<file path="src/rtl/hs_ram_arbiter.sv">
// hs_ram_arbiter: shares game work-RAM between the CPU and the hiscore engine via a pause/settle/grant handshake.
// Optional HS_ARB_TIMEOUT_EN adds a PAUSE_WAIT timeout with a sticky timeout_err flag.
module hs_ram_arbiter #(
  parameter int AW          = 16,
  parameter int DW          = 8,
  parameter int SETTLE_CYC  = 4,
  parameter int HOLD_CYC    = 16,
  parameter int RD_LAT      = 1,
  parameter int TIMEOUT_CYC = 65535
) (
  input  logic          clk_sys,
  input  logic          reset_n,
  input  logic [AW-1:0] cpu_addr,
  input  logic [DW-1:0] cpu_wdata,
  input  logic          cpu_we,
  output logic [DW-1:0] cpu_rdata,
  input  logic          hs_req,
  input  logic [AW-1:0] hs_addr,
  input  logic          hs_we,
  input  logic [DW-1:0] hs_wdata,
  output logic          hs_ack,
  output logic [DW-1:0] hs_rdata,
  output logic          pause_req,
  input  logic          paused,
  output logic [AW-1:0] ram_addr,
  output logic          ram_we,
  output logic [DW-1:0] ram_wdata,
  input  logic [DW-1:0] ram_rdata,
  output logic          hs_owner,
  output logic          timeout_err
);
  localparam int SW = SETTLE_CYC > 1 ? $clog2(SETTLE_CYC + 1) : 1;
  localparam int HW = HOLD_CYC > 1 ? $clog2(HOLD_CYC + 1) : 1;
  localparam int RW = 2;
  localparam logic [SW-1:0] SETTLE_LD = SW'(SETTLE_CYC > 1 ? SETTLE_CYC - 1 : 0);
  localparam logic [HW-1:0] HOLD_LAST = HW'(HOLD_CYC > 1 ? HOLD_CYC - 1 : 0);
  localparam logic [RW-1:0] RD_LD     = RW'(RD_LAT > 1 ? RD_LAT - 1 : 0);

  if (RD_LAT < 1 || RD_LAT > 3 || TIMEOUT_CYC < 1) begin : g_bad_param
    $error("hs_ram_arbiter: RD_LAT must be 1..3 and TIMEOUT_CYC >= 1");
  end

  typedef enum logic [2:0] {IDLE, PAUSE_WAIT, SETTLE, OWN, ACCESS, RDWAIT, ACK, RELEASE} state_t;

  state_t        state, state_n;
  logic [SW-1:0] settle_cnt, settle_n;
  logic [HW-1:0] hold_cnt, hold_n;
  logic [RW-1:0] rd_cnt, rd_n;
  logic          pause_n, owner_n, we_n, acc_we;
  logic [DW-1:0] rdata_n, wdata_n, acc_wdata;
  logic [AW-1:0] addr_n, acc_addr;

`ifdef HS_ARB_TIMEOUT_EN
  localparam int TW = TIMEOUT_CYC > 1 ? $clog2(TIMEOUT_CYC + 1) : 1;
  localparam logic [TW-1:0] TO_LAST = TW'(TIMEOUT_CYC > 1 ? TIMEOUT_CYC - 1 : 0);
  logic [TW-1:0] to_cnt, to_n;
  logic          req_block, block_n, err_n;
`else
  logic req_block;
  assign req_block   = 1'b0;
  assign timeout_err = 1'b0;
`endif

  always_comb begin
    state_n  = state;
    settle_n = settle_cnt;
    hold_n   = '0;
    rd_n     = rd_cnt;
    pause_n  = pause_req;
    owner_n  = hs_owner;
    rdata_n  = hs_rdata;
    addr_n   = acc_addr;
    we_n     = acc_we;
    wdata_n  = acc_wdata;
`ifdef HS_ARB_TIMEOUT_EN
    to_n     = '0;
    block_n  = req_block && hs_req;
    err_n    = timeout_err;
`endif
    case (state)
      // a still-high paused here is the stale ack of the previous grant
      IDLE:
        if (hs_req && !paused && !req_block) begin
          state_n = PAUSE_WAIT;
          pause_n = 1'b1;
        end
      PAUSE_WAIT:
        if (paused) begin
          state_n  = SETTLE;
          settle_n = SETTLE_LD;
        end
`ifdef HS_ARB_TIMEOUT_EN
        else if (to_cnt == TO_LAST) begin
          state_n = IDLE;
          pause_n = 1'b0;
          err_n   = 1'b1;
          block_n = 1'b1;
        end else
          to_n = to_cnt + 1'b1;
`endif
      SETTLE:
        if (settle_cnt <= SW'(1)) begin
          state_n = OWN;
          owner_n = 1'b1;
        end else
          settle_n = settle_cnt - 1'b1;
      OWN:
        if (hs_req) begin
          state_n = ACCESS;
          addr_n  = hs_addr;
          we_n    = hs_we;
          wdata_n = hs_wdata;
        end else if (hold_cnt == HOLD_LAST)
          state_n = RELEASE;
        else
          hold_n = hold_cnt + 1'b1;
      ACCESS: begin
        state_n = acc_we ? ACK : RDWAIT;
        rd_n    = RD_LD;
      end
      RDWAIT:
        if (rd_cnt == '0) begin
          state_n = ACK;
          rdata_n = ram_rdata;
        end else
          rd_n = rd_cnt - 1'b1;
      ACK: state_n = OWN;
      RELEASE: begin
        state_n = IDLE;
        owner_n = 1'b0;
        pause_n = 1'b0;
      end
      default: state_n = IDLE;
    endcase
  end

  always_ff @(posedge clk_sys or negedge reset_n)
    if (!reset_n) begin
      state      <= IDLE;
      settle_cnt <= '0;
      hold_cnt   <= '0;
      rd_cnt     <= '0;
      pause_req  <= 1'b0;
      hs_owner   <= 1'b0;
      hs_rdata   <= '0;
      acc_addr   <= '0;
      acc_we     <= 1'b0;
      acc_wdata  <= '0;
    end else begin
      state      <= state_n;
      settle_cnt <= settle_n;
      hold_cnt   <= hold_n;
      rd_cnt     <= rd_n;
      pause_req  <= pause_n;
      hs_owner   <= owner_n;
      hs_rdata   <= rdata_n;
      acc_addr   <= addr_n;
      acc_we     <= we_n;
      acc_wdata  <= wdata_n;
    end

`ifdef HS_ARB_TIMEOUT_EN
  always_ff @(posedge clk_sys or negedge reset_n)
    if (!reset_n) begin
      to_cnt      <= '0;
      req_block   <= 1'b0;
      timeout_err <= 1'b0;
    end else begin
      to_cnt      <= to_n;
      req_block   <= block_n;
      timeout_err <= err_n;
    end
`endif

  assign hs_ack    = state == ACK;
  assign cpu_rdata = ram_rdata;
  assign ram_addr  = hs_owner ? acc_addr : cpu_addr;
  assign ram_wdata = hs_owner ? acc_wdata : cpu_wdata;
  assign ram_we    = hs_owner ? (state == ACCESS && acc_we) : cpu_we;
endmodule

</file>
<file path="config.mk">
export PLATFORM = sky130hd
export DESIGN_NAME = hs_ram_arbiter
export DESIGN_NICKNAME = d
export VERILOG_FILES = /design/src/rtl/hs_ram_arbiter.sv
export SDC_FILE = /design/constraint.sdc
export NUM_CORES = 1
export LEC_CHECK = 0
export BUFFER_PORTS_ARGS = -buffer_cell sky130_fd_sc_hd__buf_2
export CORE_UTILIZATION = 51
export DETAILED_ROUTE_END_ITERATION = 12
export MAX_ROUTING_LAYER = met4
export PLACE_DENSITY = 0.95
export REMOVE_ABC_BUFFERS = 1
export SLEW_MARGIN = 20
export SYNTH_ARGS = -nofsm -noshare
export SYNTH_HDL_FRONTEND = slang
export SYNTH_SLANG_ARGS = --single-unit
export TNS_END_PERCENT = 20
</file>
<file path="constraint.sdc">
create_clock -name clk_sys -period 2.3 [get_ports clk_sys]
set_clock_uncertainty 0.15 [all_clocks]
set_input_delay 0.115 -clock clk_sys [delete_from_list [all_inputs] [get_ports clk_sys]]
set_output_delay 0.115 -clock clk_sys [all_outputs]
set_load 0.03 [all_outputs]
</file>
# After elaboration in Yosys (flattened, before gate mapping)
# Index checks and enable logic that the tools add are counted.
# totals
reg_bits	48
input_bits	62
elab_cells	68
# classes
n_reduce_logical	16
n_eq_ne	15
n_addsub	3
order_cmp	1
muxes	23
# ops
cell	count
2-to-1 mux 3 bit	8
one-hot mux 3 bit (8 select lines)	1
2-to-1 mux 16 bit	1
2-to-1 mux 5 bit	3
equality test 3 bit, second input constant	4
inequality test 2 bit, second input constant	6
AND reduction 2 bit	5
2-to-1 mux 8 bit	1
nonzero test 2 bit	4
equality test 3 x 2 -> 1 bit, second input constant	2
one-hot mux 3 bit (2 select lines)	1
adder 5 x 1 -> 5 bit, second input constant	1
equality test 5 x 4 -> 1 bit, second input constant	1
AND reduction 5 bit	1
2-to-1 mux 2 bit	2
one-hot mux 1 bit (2 select lines)	2
one-hot mux 2 bit (2 select lines)	1
equality test 3 x 1 -> 1 bit, second input constant	1
less-or-equal comparator 3 x 1 -> 1 bit, second input constant	1
logical NOT 3 bit	1
2-to-1 mux 1 bit	3
inequality test 3 bit, second input constant	1
AND reduction 3 bit	1
subtractor 3 x 1 -> 3 bit, second input constant	1
4 further kinds	5

# Depth between registers and ports, before layout
# depth
ltp_word	4
ltp_mapped	6
depth_no_buf	6

# Least setup slack after synthesis
# Ideal clock, no wire load.
# synth_timing
path_type	register to output
start	register hs_owner
end	output ram_addr[10]
slack_ns	0.629
stages_incl_launch_ff	4
t_arrival_ns	1.406
cell_sequence	dfrtp_1 > buf_2 > buf_2 > mux2_2
# synth_between
elab_chain_cells	1
# synth_rtl
element	line	text
start, declared	29	output logic hs_owner,
start signal, assigned	155	hs_owner <= owner_n;
2-to-1 mux 16 bit	177	assign ram_addr = hs_owner ? acc_addr : cpu_addr;
end, declared	25	output logic [AW-1:0] ram_addr,
# No other way between the ends.

# Worst setup path in the final report
# layout_timing
start	register state[1]
end	register acc_addr[13]
# layout_between
elab_chain_cells	2
# layout_rtl
element	line	text
start, declared	45	state_t state, state_n;
start signal, assigned	150	state <= state_n;
equality test 3 x 2 -> 1 bit	80	case (state)
AND reduction 2 bit (no line)	n/a	
end signal, assigned	157	acc_addr <= addr_n;
end, declared	51	logic [AW-1:0] addr_n, acc_addr;
# No other way between the ends.
# A chain may end at the register's enable or synchronous reset.

==> results.py <==
metrics = {
    "pwr": {
        "pwr_density_cell_nw_per_um2": 1360,
        "ir_drop_v": 0.000899,
        "pwr-share-seq_pct": 32.6,
        "p_sw_mw": 2.06,
        "p_comb_share_pct": 57.2,
        "leakage_nw": 1.76,
        "p_sw_share_pct": 44.2,
        "p_int_mw": 2.59,
        "clkPwrFrac_pct": 10.2,
        "finalPower_mw": 4.65,
    },
    "route": {
        "drtPass1Iterations": 4,
        "viasPerCell": 5.22,
        "drtIter0Drc": 97,
        "vias": 1985,
        "drt_wl_total_um": 5970,
        "drc": 0,
        "ant_nets": 0,
        "wl_per_cell_um": 15.7,
    },
    "sta": {
        "slew_headroom_pct": 57.9,
        "hold_violations": 0,
        "tightest_slew_ns": 0.630,
        "setup_viol": 0,
        "drv_slew": 0,
        "period_needed_ns": 1.96,
        "fin_crit_sh_pct": 85.3,
        "fmax_mhz": 510,
        "rsz0062_at_grt": "no",
        "finalSetupTns_ns": 0,
    },
    "critical_path": {
        "worstSetupPathType": "reg -> reg",
        "cp.required_ns": 2.32,
        "crit_path_end": "acc_addr[13]$_DFFE_PN0P_",
        "r2r_cells": 2,
        "critPathLaunch": "state[1]$_DFFE_PN0P_",
        "r2r_start": "state[1]$_DFFE_PN0P_",
        "start_kind": "flop",
        "worst_setup_path_end_kind": "flop",
        "reg2reg_to": "acc_addr[13]$_DFFE_PN0P_",
        "crit_fanout": 25,
        "worstPathArrival_ns": 1.99,
        "r2r_slack_ns": 0.34,
    },
    "final_layout": {
        "final_common_cell": "buf_2",
        "area_growth_pct": 37.4,
        "layout-drive-gt1-share_pct": 53.7,
        "final_cell_mix": "buf_2 (105), dfrtp_1 (48), mux2_2 (37), dlygate4sd3_1 (35), mux2_4 (20)",
        "antenna_cells": 0,
        "final_core_util_pct": 72.8,
        "design_area_um2": 3420,
        "nNetsFinal": 392,
    },
    "place": {
        "portBuffers": 105,
        "gp_congestion": 0.811,
        "dp_hpwl_um": 3750,
        "dpl-instance-area_um2": 2990,
    },
    "synthesis": {
        "synth_cell_types": 39,
        "synth-edff-count": 0,
        "ys.flop_type": "dfrtp_1",
        "yosysWarnings": 0,
        "synth_seq_cells": 48,
        "netlist_area_um2": 2490,
        "avgSynthCellArea_um2": 12.8,
        "synthArstFlopShare_pct": 100,
        "synth_area_leader_cell": "dfrtp_1",
        "ys_top_cells_by_area": "dfrtp_1 (48%), mux2_2 (17%), mux2_4 (12%)",
        "synthCells": 194,
        "synth-seq-area-share_pct": 48.3,
        "synth_top_area_share_pct": 48.3,
    },
    "die": {
        "die_w_um": 71.8,
        "die_height_um": 71.8,
        "rows": 25,
        "dieArea_um2": 5160,
        "io_pins": 107,
        "initial_core_util_pct": 53.0,
        "core-area_um2": 4690,
    },
    "global_routing": {
        "grt_pass1_vias": 2012,
        "antenna_found_initial": 0,
        "overflow": 0,
        "grt_start_max_net_pins": 35,
        "grt_pass1_wl_um": 9120,
        "grt_usage_pct": 24.0,
    },
    "clock_tree": {
        "clk_latency_ns": 0.29,
        "cts_resized": 0,
        "cts_setup_buffers": 0,
        "cts-htree-levels": 2,
        "numCtsBuffers": 5,
        "clk_pin_slew_worst_paths_ns": 0.09,
        "clock-sinks": 48,
        "cts_max_path_buffers": 2,
        "ctsHoldBuffers": 35,
        "cts_tree": "built",
        "clock-root-buffer": "clkbuf_8",
    },
    "status": {
        "outcome": "completed",
    },
    "worst_hold_path": {
        "worst_hold_path_type": "in -> reg",
        "min_path_cells": 3,
    },
    "run": {
        "drv_cap": 0,
    },
}
-- final cells by class --
cell class,instances,area (um2)
Multi-Input combinational cell,121,1140
Tap cell,54,67.6
Sequential cell,48,1200
Clock buffer,6,72.6
Timing Repair Buffer,142,903
Inverter,8,30.0
Clock inverter,1,5.00
Fill cell,298,1270
-- worst max-delay path, cell delays in order (launching register included) --
cell      delay [ns]
dfrtp_1         0.59
nand4b_4        0.58
mux2_4          0.50
-- power by group through the flow --
| stage | combinational, mW | sequential (mW) | clock (mW) |
|---|---|---|---|
| after detailed placement | 2.58 | 1.51 | 0 |
| after CTS | 2.64 | 1.50 | 0.480 |
| after global routing | 2.81 | 1.56 | 0.514 |
| after global placement | 2.51 | 1.49 | 0 |
| after floorplan | 1.76 | 1.64 | 0 |
| final | 2.66 | 1.52 | 0.476 |
-- through the flow --
step | hold WS [ns] | worst slack, ns | std cells
after floorplan | -0.331 | 0.527 | 177
after global placement | -0.129 | 0.457 | 338
after detailed placement | -0.113 | 0.367 | 338
after CTS | 0.0477 | 0.353 | 380
after global routing | 0.0711 | 0.265 | 380
final | 0.0509 | 0.337 | 380
-- registers in the layout, summed over array words and instances (netlist names) --
name	count
settle_cnt	3
hs_rdata	8
state	3
hold_cnt	5
pause_req	1
rd_cnt	2
acc_wdata	8
acc_we	1
acc_addr	16
hs_owner	1
-- worst min-delay path by stage --
stage            start                      end  slack (ns)
6_report        paused     state[1]$_DFFE_PN0P_        0.05
5_1_grt         paused     state[1]$_DFFE_PN0P_        0.07
4_1_cts         paused     state[1]$_DFFE_PN0P_        0.05
3_5_place_dp   reset_n  hs_rdata[5]$_DFFE_PN0P_       -0.11
3_3_place_gp   reset_n  hs_rdata[5]$_DFFE_PN0P_       -0.13
2_1_floorplan  reset_n  acc_addr[0]$_DFFE_PN0P_       -0.33
-- layer usage --
| layer | global-route usage, % | part of all wire [%] | vias up |
|---|---|---|---|
| met5 | - | 0 | - |
| met4 | 11.1 | 2.5 | 0 |
| met3 | 4.22 | 4.7 | 16 |
| met2 | 41.6 | 53 | 87 |
| met1 | 26.9 | 40 | 943 |
| li1 | - | - | 939 |
-- Yosys cell counts, types with 2 or more instances --
cell type / count
a21oi_1: 4
a31oi_1: 3
and3_1: 2
buf_2: 5
buf_4: 9
buf_6: 2
dfrtp_1: 48
ha_1: 4
inv_1: 7
mux2_2: 37
mux2_4: 20
nand2_1: 4
nand3_1: 5
nand3b_1: 2
nor2_1: 6
nor2b_1: 2
nor3_1: 3
o21ai_0: 8
o21ai_1: 2
o22ai_1: 2
-- cell families after synthesis --
group	count (synthesis)	share of synthesized area (%)
other	1	0.151
XOR/XNOR	2	0.704
AO/OA/AOI/OAI	25	6.19
AND/OR/NAND/NOR	31	7.44
adder cells (fa/ha/maj)	4	2.01
flip-flops	48	48.3
buffers and inverters	25	5.99
multiplexers	58	29.2
Note: power is estimated with default switching activity, not from simulation.
